`config.mk`:
```
export PLATFORM = sky130hd
export DESIGN_NAME = controller_poller
export DESIGN_NICKNAME = d
export VERILOG_FILES = /design/src/rtl/controller_pkg.sv /design/src/rtl/sync2.sv /design/src/rtl/controller_poller.sv
export SDC_FILE = /design/constraint.sdc
export NUM_CORES = 1
export LEC_CHECK = 0
export ABC_AREA = 1
export BUFFER_PORTS_ARGS = -buffer_cell sky130_fd_sc_hd__buf_2
export CAP_MARGIN = 5
export CORE_MARGIN = 3
export CORE_UTILIZATION = 38
export DETAILED_ROUTE_END_ITERATION = 10
export GPL_TIMING_DRIVEN = 0
export PLACE_DENSITY_LB_ADDON = 0.1
export SLEW_MARGIN = 0
export SYNTH_ARGS = -nofsm -noshare
export SYNTH_HDL_FRONTEND = slang
export SYNTH_HIERARCHICAL = 1
export SYNTH_SLANG_ARGS = --single-unit
```
`constraint.sdc`:
```
create_clock -name clk -period 4.53 [get_ports clk]
set_input_delay 0.453 -clock clk [delete_from_list [all_inputs] [get_ports clk]]
set_output_delay 0.453 -clock clk [all_outputs]
set_load 0.02 [all_outputs]
```
`src/rtl/controller_pkg.sv`:
```
// Shared types and constants for the serial gamepad poller.
package controller_pkg;

  typedef enum logic [2:0] {
    IDLE,
    LATCH,
    SHIFT_LO,
    SHIFT_HI,
    DONE
  } poller_state_t;

  localparam int REPORT_W = 8;

  // Bit positions in controller_report (serial bit order from the pad)
  localparam int BTN_A      = 0;
  localparam int BTN_B      = 1;
  localparam int BTN_SELECT = 2;
  localparam int BTN_UP     = 3;
  localparam int BTN_START  = 4;
  localparam int BTN_DOWN   = 5;
  localparam int BTN_LEFT   = 6;
  localparam int BTN_RIGHT  = 7;

endpackage

```
`src/rtl/sync2.sv`:
```
// Two-flop synchronizer for a single asynchronous input bit.
module sync2 #(
  parameter logic RST_VAL = 1'b1
) (
  input  logic i_clk,
  input  logic i_rst_n,
  input  logic i_d,
  output logic o_q
);

  logic r_meta;
  logic r_sync;

  // Two back-to-back flops give the first one a full cycle to resolve
  always_ff @(posedge i_clk or negedge i_rst_n) begin
    if (!i_rst_n) begin
      r_meta <= RST_VAL;
      r_sync <= RST_VAL;
    end else begin
      r_meta <= i_d;
      r_sync <= r_meta;
    end
  end

  assign o_q = r_sync;

endmodule

```
`src/rtl/controller_poller.sv`:
```
// Periodically latches a serial gamepad, shifts in its buttons and
// publishes an active-high report with a valid strobe and press edges.
module controller_poller
  import controller_pkg::*;
#(
  parameter int HALF_DIV = 300,
  parameter int POLL_DIV = 833_333,
  parameter int NBITS    = 8
) (
  input  logic                clk,
  input  logic                reset,
  input  logic                enable,
  input  logic                pad_data,
  output logic                pad_latch,
  output logic                pad_clk,
  output logic [REPORT_W-1:0] controller_report,
  output logic                report_valid,
  output logic [REPORT_W-1:0] press_edge,
  output logic                overrun
);

  localparam int PW  = $clog2(POLL_DIV);
  localparam int PHW = $clog2(2 * HALF_DIV);
  localparam int KW  = $clog2(NBITS);

  localparam logic [PW-1:0]  POLL_LAST  = PW'(POLL_DIV - 1);
  localparam logic [PHW-1:0] LATCH_LAST = PHW'(2 * HALF_DIV - 1);
  localparam logic [PHW-1:0] HALF_LAST  = PHW'(HALF_DIV - 1);
  localparam logic [KW-1:0]  K_LAST     = KW'(NBITS - 1);

  poller_state_t         r_state;
  poller_state_t         w_nextState;
  logic [PW-1:0]         r_pollCnt;
  logic [PHW-1:0]        r_phase;
  logic [KW-1:0]         r_bitIdx;
  logic [NBITS-1:0]      r_shift;
  logic [REPORT_W-1:0]   r_report;
  logic [REPORT_W-1:0]   r_pressEdge;
  logic                  r_valid;
  logic                  r_overrun;
  logic                  w_tick;
  logic                  w_phaseDone;
  logic                  w_padLatch;
  logic                  w_padClk;
  logic                  w_padSync;
  logic                  w_frameEnd;

  // Pad data idles high (released) so the synchronizer resets to 1
  sync2 #(
    .RST_VAL (1'b1)
  ) u_padSync (
    .i_clk   (clk),
    .i_rst_n (reset),
    .i_d     (pad_data),
    .o_q     (w_padSync)
  );

  assign w_tick = (r_pollCnt == POLL_LAST);

  // Free-running poll timer, independent of enable and of the FSM
  always_ff @(posedge clk or negedge reset) begin
    if (!reset)
      r_pollCnt <= '0;
    else if (w_tick)
      r_pollCnt <= '0;
    else
      r_pollCnt <= r_pollCnt + 1'b1;
  end

  // Next-state decode; pad pins are pure functions of the state
  always_comb begin
    w_nextState = r_state;
    w_phaseDone = 1'b0;
    w_padLatch  = 1'b0;
    w_padClk    = 1'b1;
    case (r_state)
      IDLE: begin
        if (w_tick && enable)
          w_nextState = LATCH;
      end
      LATCH: begin
        w_padLatch  = 1'b1;
        w_phaseDone = (r_phase == LATCH_LAST);
        if (w_phaseDone)
          w_nextState = SHIFT_LO;
      end
      SHIFT_LO: begin
        w_padClk    = 1'b0;
        w_phaseDone = (r_phase == HALF_LAST);
        if (w_phaseDone)
          w_nextState = SHIFT_HI;
      end
      SHIFT_HI: begin
        w_phaseDone = (r_phase == HALF_LAST);
        if (w_phaseDone)
          w_nextState = (r_bitIdx == K_LAST) ? DONE : SHIFT_LO;
      end
      DONE: begin
        w_nextState = IDLE;
      end
      default: begin
        w_nextState = IDLE;
      end
    endcase
  end

  assign w_frameEnd = (w_nextState == DONE);

  // State register
  always_ff @(posedge clk or negedge reset) begin
    if (!reset)
      r_state <= IDLE;
    else
      r_state <= w_nextState;
  end

  // Phase counter restarts at every phase boundary and rests outside timed states
  always_ff @(posedge clk or negedge reset) begin
    if (!reset)
      r_phase <= '0;
    else if (w_phaseDone || r_state == IDLE || r_state == DONE)
      r_phase <= '0;
    else
      r_phase <= r_phase + 1'b1;
  end

  // Bit index clears during the latch pulse and advances after each high phase
  always_ff @(posedge clk or negedge reset) begin
    if (!reset)
      r_bitIdx <= '0;
    else if (r_state == LATCH)
      r_bitIdx <= '0;
    else if (r_state == SHIFT_HI && w_phaseDone)
      r_bitIdx <= r_bitIdx + 1'b1;
  end

  // Sample the pad at the end of the low phase, when its data has settled longest
  always_ff @(posedge clk or negedge reset) begin
    if (!reset)
      r_shift <= '1;
    else if (r_state == SHIFT_LO && w_phaseDone)
      r_shift[r_bitIdx] <= w_padSync;
  end

  // Report, press edges and valid all change together as DONE is entered
  always_ff @(posedge clk or negedge reset) begin
    if (!reset) begin
      r_report    <= '0;
      r_pressEdge <= '0;
      r_valid     <= 1'b0;
    end else if (w_frameEnd) begin
      r_report    <= ~r_shift;
      r_pressEdge <= ~r_shift & ~r_report;
      r_valid     <= 1'b1;
    end else begin
      r_pressEdge <= '0;
      r_valid     <= 1'b0;
    end
  end

  // A tick that finds the FSM busy is lost; remember that it happened
  always_ff @(posedge clk or negedge reset) begin
    if (!reset)
      r_overrun <= 1'b0;
    else if (w_tick && r_state != IDLE)
      r_overrun <= 1'b1;
  end

  assign pad_latch         = w_padLatch;
  assign pad_clk           = w_padClk;
  assign controller_report = r_report;
  assign report_valid      = r_valid;
  assign press_edge        = r_pressEdge;
  assign overrun           = r_overrun;

endmodule

```
# --- After elaboration in Yosys (flattened, before gate mapping) ---
# Index checks and enable logic that the tools add are counted.
word_totals:
  regBits: 64
  wordCells: 57
  in_bits: 4
  output_inout_bits: 20
op_classes:
  n_eq_ne: 9
  muxes: 18
  n_reduce_logical: 11
  bitwise: 3
  order_cmp: 2
  n_addsub: 3
op_table:
  columns: ["op", "n"]
  rows:
  - ["3-bit 2-to-1 mux", 7]
  - ["20-bit by 1-bit adder with 20-bit output (second input constant)", 1]
  - ["20-bit equality test (second input constant)", 1]
  - ["20-bit 2-to-1 mux", 1]
  - ["8-bit inverter", 2]
  - ["3-bit one-hot mux with 4 select lines", 1]
  - ["10-bit by 1-bit adder with 10-bit output (second input constant)", 1]
  - ["10-bit equality test (second input constant)", 1]
  - ["10-bit by 9-bit equality test with 1-bit output (second input constant)", 1]
  - ["10-bit 2-to-1 mux", 1]
  - ["3-bit equality test (second input constant)", 3]
  - ["8-bit bitwise AND", 1]
  - ["8-bit bitwise mux", 1]
  - ["8-bit 2-to-1 mux", 1]
  - ["3-bit by 2-bit equality test with 1-bit output (second input constant)", 2]
  - ["1-bit logical AND", 5]
  - ["3-bit by 4-bit < comparator with 1-bit output (second input constant)", 1]
  - ["1-bit 2-to-1 mux", 4]
  - ["3-bit by 1-bit adder with 3-bit output (second input constant)", 1]
  - ["1-bit demux with 3-bit select", 1]
  - ["3-bit by 1-bit equality test with 1-bit output (second input constant)", 1]
  - ["3-bit by 1-bit greater-or-equal comparator with 1-bit output (second input constant)", 1]
  - ["3-bit zero test", 1]
  - ["3-bit nonzero test", 1]
  - ["other kinds (4)", 5]

# --- Longest topological paths before layout ---
# Gate-level depths: netlist (run 1).
logic_depth:
  depth_word: 6
  depth_mapped: 10
  mapped_depth_nobuf: 9

# --- By module ---
# The synthesis (run 1) kept the hierarchy.
by_module_without_submodules:
  columns: ["module", "instances", "area_each_um2", "cells_per_inst", "seq_area_each_um2"]
  rows:
  - ["controller_poller", 1, 3124.2, 388, 1561.5]
  - ["sync2", 1, 52.6, 2, 52.6]

# --- Least setup slack after synthesis (run 1) ---
# OpenSTA, ideal clock, no wires.
synth_path:
  kind: "register -> register"
  startpoint: "register r_phase[0]"
  endpoint: "register r_report[0], in the netlist controller_report[0]"
  n_path_buf: 1
  period_less_slack_ns: 1.580
  setup_ns: 0.123
  required_time_ns: 4.407
  setup_slack_ns: 2.950
  stages_incl_launch_ff: 10
  arrival_ns: 1.456
  cell_sequence: "dfrtp_1 ha_1 nand2_1 nor2_2 nand3_2 nor2_4 inv_2 buf_6 o21ai_0 nand2_1"
synth_between:
  elab_chain_len: 4
  word_cells_on_any_way: 7
  cone_classes: "eq/ne: 3; mux: 4"
synth_lines:
  columns: ["element", "line", "source"]
  rows:
  - ["start: declaration", "controller_poller.sv:34", "logic [PHW-1:0] r_phase;"]
  - ["start signal: assignment", "controller_poller.sv:124", "r_phase <= r_phase + 1'b1;"]
  - ["10-bit by 9-bit equality test with 1-bit output or 10-bit equality test (tied branches)", "controller_poller.sv:89, controller_poller.sv:94, controller_poller.sv:83", null]
  - ["3-bit 2-to-1 mux, on equally long branches", "controller_poller.sv:95, controller_poller.sv:84, controller_poller.sv:90", null]
  - ["3-bit one-hot mux with 4 select lines *", "controller_poller.sv:76", "case (r_state)"]
  - ["3-bit equality test *", "controller_poller.sv:107", "assign w_frameEnd = (w_nextState == DONE);"]
  - ["end signal: assignment", "controller_poller.sv:152", "r_report <= ~r_shift;"]
  - ["end: declaration", "controller_poller.sv:37", "logic [REPORT_W-1:0] r_report;"]
# Mark *: on every way between the ends. The rest lies on a longest branch, timed or not.
# A chain may end at the register's enable or synchronous reset.

# --- Final worst setup path (run 1) ---
layout_path:
  startpoint: "register r_state[2]"
  endpoint: "output port pad_latch"
layout_between:
  elab_chain_len: 2
layout_lines:
  columns: ["element", "line", "source"]
  rows:
  - ["start: declaration", "controller_poller.sv:31", "poller_state_t r_state;"]
  - ["start signal: assignment", "controller_poller.sv:114", "r_state <= w_nextState;"]
  - ["3-bit by 1-bit equality test with 1-bit output", "controller_poller.sv:76", null]
  - ["1-bit 2-to-1 mux", "controller_poller.sv:76", null]
  - ["end: declaration", "controller_poller.sv:14", "output logic pad_latch,"]
# No other way between the ends.

==> flow_summary.ini, run 1 <==
[run_status]
run_status = completed

[route]
post-route-drc-count = 0
dr.pass1.iters = 4
routed-via-count = 2510
drt.antenna.violating_nets = 0
avgRoutedWirePerCell_microns = 12.2
viasPerCell = 4.73
routed_wl_microns = 6470
detailedRoute.firstIterationViolations = 105

[run]
max_cap_viols = 0

[clock_network]
post-cts-setup-buffer-count = 0
number_of_instances_resized_during_post_cts_repair = 0
number_of_buffers_added_to_fix_hold_violations_after_cts = 0
tritoncts.num_buffers = 9
clockBufferDepth = 2
cts_root_buf = clkbuf_8
worstSkewPairLatency_ps = 340
cts_htree_levels = 3
clk_sinks = 64
clkSlewWorstSetupHoldPaths_ps = 70
tritoncts = built

[worst_setup_path]
critical_path_cell_with_the_highest_stage_delay = dfrtp_1
start_kind = flip-flop
arrival_ps = 1360
timing_worst_setup_path_type = reg2out
critical_path.max_fanout = 5
crit_start = r_state[2]$_DFF_PN0_
cpPeakStageDelay_ps = 420
worst_r2r_startpoint = r_phase[0]$_DFF_PN0_
cp_data_required_time_ps = 4080
crit_path_cell_trace = nor3_2 -> buf_2
critical_path.endpoint_type = output port
crit_buf_inv = 1
cp_top_delay_family = flip-flops

[power_and_ir_drop]
leakagePower_nw = 1.82
pwr_density_cell_mw_per_mm2 = 301
peakVddDrop_uv = 148

[yosys]
postSynthCellCount = 390
ys_warn_count = 6
synth.avg_cell_area_sq_um = 8.15
synth.distinct_cells = 29
ys_ff_latch = 64
synth_area_sq_mm = 0.00318
ys_top_cells_by_area = dfrtp_1, nand2_1, nor2_1
syn_nets = 399
synth.top_cell.area_share_pct = 42.5
netlist.top_cell.by_area = dfrtp_1
seq_area_frac_synth_pct = 50.8

[floorplan]
die_area_sq_mm = 0.00949
fp.dieW_microns = 97.4
floorplan.initialDensity_pct = 40.1
die_h_microns = 97.4
pin_count = 24
placeableCoreArea_sq_mm = 0.00793
floorplan.rows = 32

[cells_and_area]
num-fill-cells = 804
num_antenna_cells = 0
nets = 433
area_delta_synth_final_pct = 14.2
layout-drive-gt1-share_pct = 15.6

[timing]
grt_setup_unrepaired = no
post-route-period-util_pct = 40.1
timing.setup.tns_ps = 0
worst-slew-pin-transition_ps = 803
post-route-worst-setup-slack_ps = 2710
fmax_mhz = 550
fin_skew_ps = 7.70
hold_viol_final = 0
min_period_ps = 1820
setup-violations-final = 0
maxSlewHeadroom_pct = 46.4
maxSlewViolCount = 0

[global_routing]
grt_remaining_overflow = 0
grt_first_pass_wirelength_microns = 11500
first_global_vias = 2439
grt_start_max_net_pins = 65
antenna_found_initial = 0
grt.total_usage_pct = 14.9

[min_path]
min_path_type = in2async

[place]
numPortBuffers = 23
hpwl_dp_microns = 4610
place_ws_ps = 2720
globalplace.congestion = 0.831
stage by stage:
stage          instances  hold WS [ps]  util (%)  total power, W  instance area [sq um]
2_1_floorplan        390           157         -        0.000585                   3180
3_3_place_gp         515           346      43.1        0.000598                   3420
3_5_place_dp         515           349      43.2        0.000599                   3420
4_1_cts              531           188      45.8         0.00112                   3630
5_1_grt              531           173      45.8         0.00114                   3630
6_report             531           182      45.8         0.00109                   3630
sequential cells by signal, summed over array words and instances (netlist names):
signal             flops
report_valid           1
overrun                1
press_edge             8
r_shift                8
r_state                3
r_bitIdx               3
r_pollCnt             20
u_padSync/o_q          1
controller_report      8
r_phase               10
u_padSync/r_meta       1
cell usage after synthesis:
cell	number
nand2_1	81
nor2_1	79
dfrtp_1	54
inv_1	49
nand4_1	20
nand3_1	19
o21ai_0	16
xor2_1	16
nor3_1	13
dfstp_2	10
ha_1	5
nand2_2	5
buf_2	3
a21oi_1	2
inv_2	2
nand3b_1	2
xnor2_1	2
and3_1	1
buf_4	1
buf_6	1
clkbuf_1	1
clkinv_1	1
nand3_2	1
nor2_2	1
nor2_4	1
nor2_8	1
nor3_2	1
nor3_4	1
o21bai_1	1
cells in the final DEF, fill, tap and decap left out, drive strengths merged, types with 2 or more instances in the layout:
| cell type | netlist | final |
|---|---|---|
| nand2 | 86 | 86 |
| nand3 | 20 | 20 |
| clkinv | 1 | 3 |
| dfstp | 10 | 10 |
| xnor2 | 2 | 2 |
| nand3b | 2 | 2 |
| a21oi | 2 | 2 |
| nand4 | 20 | 20 |
| o21ai | 16 | 16 |
| inv | 51 | 51 |
| clkinvlp | 0 | 2 |
| ha | 5 | 5 |
| dfrtp | 54 | 54 |
| clkbuf | 1 | 12 |
| nor2 | 82 | 82 |
| nor3 | 15 | 15 |
| buf | 5 | 28 |
| xor2 | 16 | 16 |
routing by layer:
metal,routed length [microns],track usage (%),part of all wire (%),vias up
li1,-,-,-,1293
met1,3140,20.5,49,1168
met2,2990,22.5,46,44
met3,292,4.88,4.5,5
met4,47,4.15,0.73,0
met5,0,0,0,-
path summary, 6_finish.rpt:
path	to	slack [ps]	cells past startpoint
worst max register to register	controller_report[0]$_DFFE_PN0N_	2720	9
worst min-delay path	r_pollCnt[18]$_DFF_PN0_	180	1
worst max-delay path	pad_latch	2710	2
min in group clk	u_padSync/r_meta$_DFF_PN1_	210	1
max in group asynchronous	r_phase[2]$_DFF_PN0_	3790	1
worst min register to register	u_padSync/o_q$_DFF_PN1_	360	0
report_power, final:
part           internal [W]  total [W]  switching (W)  leakage, nW
registers          0.000573   0.000573    0.000000189        0.824
clock network      0.000282   0.000507       0.000225        0.101
logic            0.00000148  0.0000134      0.0000119        0.891
total              0.000857    0.00109       0.000237         1.82
final cells by class:
cell class / count / area (sq um) / share of cell area, %
Clock inverter: 5 / 55.1 / 1.52
Inverter: 52 / 195 / 5.38
Multi-Input combinational cell: 268 / 1330 / 36.7
Sequential cell: 64 / 1610 / 44.5
Clock buffer: 11 / 151 / 4.17
Buffer: 6 / 37.5 / 1.03
Timing Repair Buffer: 23 / 118 / 3.24
Tap cell: 102 / 128 / 3.52
worst register-to-register path: cells and delay by family (launching register included):
family,cells,cell delay (ps)
and+or+nand+nor,5,630
DFF,1,410
AOI/OAI and AO/OA,1,160
adders and majority gates,1,250
buffers and inverters,2,250
cell families (layout without fill, tap and decap cells):
family	count (synthesis)	after routing	share of synthesized area (%)
compound gates	19	19	3.07
flops	64	64	50.8
simple gates	226	226	31.9
xor+xnor	18	18	4.96
buf+inv	58	97	7.33
fa+ha+maj	5	5	1.97
Note: power is estimated with default switching activity, not from simulation.
==> run 2: changes to the inputs <==
--- a/config.mk
+++ b/config.mk
@@ -5,7 +5,7 @@
 export SDC_FILE = /design/constraint.sdc
 export NUM_CORES = 1
 export LEC_CHECK = 0
-export ABC_AREA = 1
+export ABC_AREA = 0
 export BUFFER_PORTS_ARGS = -buffer_cell sky130_fd_sc_hd__buf_2
 export CAP_MARGIN = 5
 export CORE_MARGIN = 3
==> constraint.sdc (replaced) <==
create_clock -name clk -period 1.7 [get_ports clk]
set_input_delay 0.17 -clock clk [delete_from_list [all_inputs] [get_ports clk]]
set_output_delay 0.17 -clock clk [all_outputs]
set_load 0.02 [all_outputs]
==> run 2 against run 1 <==
  * The flow now finishes with violations (negative setup slack)
  * Worst hold slack improved by 79 ps
  * Global-route usage up 0.058 points
  * Critical path depth grew 4
  * Sequential power increased to 2.7 times the previous value
  * Power grew to 2.8 times the previous value
  * Register-to-register slack worse by 3100 ps
  * Routed wire length down 6.4%
  * Via count down 16%
  * Sequential share of layout area is 3.2 points lower
  * Highest routed layer unchanged
  * Final cell count decreased by 20%
  * Synthesized area fell by 7.7%
  * Count of clock-buffer cells in the layout up 2
==> flow_summary.ini, run 2 <==
[clock_network]
clk_sinks = 64
clkSlewWorstSetupHoldPaths_ps = 60
worstSkewPairLatency_ps = 330
tritoncts = built
cts_root_buf = clkbuf_8
cts_htree_levels = 3
clockBufferDepth = 2
tritoncts.num_buffers = 9

[global_routing]
antenna_found_initial = 0
grt_start_max_net_pins = 65
grt_remaining_overflow = 0
first_global_vias = 2087
grt.total_usage_pct = 14.9
grt_first_pass_wirelength_microns = 10100

[worst_setup_path]
cp_top_delay_family = simple AND/OR/NAND/NOR gates
critical_path_cell_with_the_highest_stage_delay = or4b_4
critical_path.endpoint_type = flip-flop
start_kind = flip-flop
timing_worst_setup_path_type = reg2reg
arrival_ps = 2330
crit_buf_inv = 2
path_common_cell = a22o_1
critical_path.max_fanout = 4
cpPeakStageDelay_ps = 570
crit_path_cell_trace = or4b_4 -> buf_4 -> buf_6 -> or3_4 -> a22o_1 -> a22o_1
cp_data_required_time_ps = 1920

[timing]
fmax_mhz = 474
setup-violations-final = 37
grt_setup_unrepaired = yes
worst-slew-pin-transition_ps = 792
hold_viol_final = 0
post-route-worst-setup-slack_ps = -410
fin_skew_ps = 8.78
maxSlewHeadroom_pct = 47.2
min_period_ps = 2110
maxSlewViolCount = 0
post-route-period-util_pct = 124

[run_status]
violations = negative setup slack
run_status = finished with violations

[yosys]
ys_warn_count = 6
syn_nets = 277
synth_enable_flop_cells = 0
ys_ff_latch = 64
most_used_flip_flop_cell_after_synthesis = dfrtp_1
netlist.top_cell.by_area = dfrtp_1
synth_most_common_cell = dfrtp_1
synth_area_sq_mm = 0.00293
postSynthCellCount = 268
synth_common_cells = dfrtp_1, nor2_1, inv_1, xnor2_1
synth.avg_cell_area_sq_um = 10.9
ys_top_cells_by_area = dfrtp_1, dfstp_2, xnor2_1
synthArstFlopShare_pct = 100
synth.top_cell.area_share_pct = 46.1
seq_area_frac_synth_pct = 55.0
synth.distinct_cells = 42

[power_and_ir_drop]
p_comb_share_pct = 1.2
p_sw_share_pct = 19.2
net-switching-power_w = 0.000579
internal-power_w = 0.00244
peakVddDrop_uv = 455
pwr_density_cell_mw_per_mm2 = 771
power_frac_seq_pct = 50.7
leakagePower_nw = 1.82
clock_power_share_pct = 48.1

[floorplan]
die_h_microns = 93.9
fp.dieW_microns = 93.9
placeableCoreArea_sq_mm = 0.00737
floorplan.rows = 31
die_area_sq_mm = 0.00881
floorplan.initialDensity_pct = 39.8
pin_count = 24

[place]
numPortBuffers = 23
hpwl_dp_microns = 3720
post_dp_cell_area_sq_mm = 0.00317
globalplace.congestion = 0.739
place_ws_ps = -580

[cells_and_area]
multi_input_area_sq_mm = 0.00150
layout.cells.most_common = dfrtp_1
num-fill-cells = 657
area_delta_synth_final_pct = 33.6
nets = 331
final_cell_area_sq_mm = 0.00392
largest_reg_by_ff_count = r_pollCnt
most-common-layout-cells = dfrtp_1, nor2_1, buf_2, xnor2_1, inv_1
num_antenna_cells = 0
largest_reg_flops = 20
layout_top_registers = r_pollCnt: 20 flops, r_phase: 10 flops
seq_area_sq_mm = 0.00162
final_core_utilization_pct = 53.2
layout-drive-gt1-share_pct = 36.7

[route]
avgRoutedWirePerCell_microns = 14.2
post-route-drc-count = 0
drt.antenna.violating_nets = 0
detailedRoute.firstIterationViolations = 98
routed_wl_microns = 6060
viasPerCell = 4.96
routed-via-count = 2115
dr.pass1.iters = 4

[run]
max_cap_viols = 0

[min_path]
min_path_type = in2reg
-- run 2: cell families after synthesis --
family	count (synthesis)	share of synthesized area, %
multiplexers	17	6.14
adder cells (fa/ha/maj)	5	2.13
buffers and inverters	25	3.33
flip-flops	64	55.0
AO/OA/AOI/OAI	17	4.31
XOR/XNOR	24	7.17
AND/OR/NAND/NOR	116	21.9
-- run 2: path summary, 6_finish.rpt --
kind / from / to / slack (ps) / cells past startpoint
min in group asynchronous: reset / r_pollCnt[12]$_DFF_PN0_ / 460 / 2
worst max register to register: r_phase[6]$_DFF_PN0_ / r_bitIdx[1]$_DFFE_PN0P_ / -410 / 6
worst max-delay path: r_phase[6]$_DFF_PN0_ / r_bitIdx[1]$_DFFE_PN0P_ / -410 / 6
worst min-delay path: enable / r_state[0]$_DFF_PN0_ / 260 / 4
worst min register to register: u_padSync/r_meta$_DFF_PN1_ / u_padSync/o_q$_DFF_PN1_ / 360 / 0
max in group asynchronous: reset / r_state[0]$_DFF_PN0_ / 680 / 2
-- run 2: power by group through the flow --
stage | Clock [W] | Combinational [W] | Sequential, W
after floorplan | 0 | 0.000000164 | 0.00156
after global placement | 0 | 0.0000351 | 0.00156
after detailed placement | 0 | 0.0000351 | 0.00156
after CTS | 0.00151 | 0.0000387 | 0.00153
after global routing | 0.00158 | 0.0000425 | 0.00153
final | 0.00145 | 0.0000357 | 0.00153
-- run 2: cell type report --
type,count,share of cell area [%]
Buffer,7,1.56
Clock buffer,13,4.06
Clock inverter,3,1.66
Inverter,17,1.63
Multi-Input combinational cell,179,38.2
Sequential cell,64,41.2
Tap cell,99,3.16
Timing Repair Buffer,44,8.53
-- run 2: routing by layer --
| layer | vias to the layer above | GRT usage, % | part of all wire, % |
|---|---|---|---|
| li1 | 1047 | - | - |
| met1 | 1032 | 20.4 | 48 |
| met4 | 0 | 5.05 | 1.2 |
| met5 | - | 0 | 0 |
| met3 | 7 | 5.37 | 4.0 |
| met2 | 29 | 22.0 | 47 |
-- run 2: timing repair --
item / 4_1_cts / 5_1_grt
endpoints found under the setup margin: 50 / 51
setup buffers: 9 / 11
cloned: 1 / 0
pin swaps: 11 / 12
hold buffers: 2 / 0
resized for setup: 47 / 28
endpoints found under the hold margin: 55 / 0
-- run 2: metrics by stage --
stage / instances / setup TNS, ps / hold WS, ps / total power [W]
after detailed placement: 390 / -18020 / 277 / 0.00159
after CTS: 417 / -7760 / 242 / 0.00308
after global routing: 426 / -12380 / 253 / 0.00316
after floorplan: 268 / -6530 / -126 / 0.00156
after global placement: 390 / -18420 / 277 / 0.00159
final: 426 / -9940 / 261 / 0.00302
-- run 2: tightest hold or removal path: stages --
cell and delay [ps]:
buf_2 100, nand2_1 60, o32ai_1 100, o2bb2ai_2 130
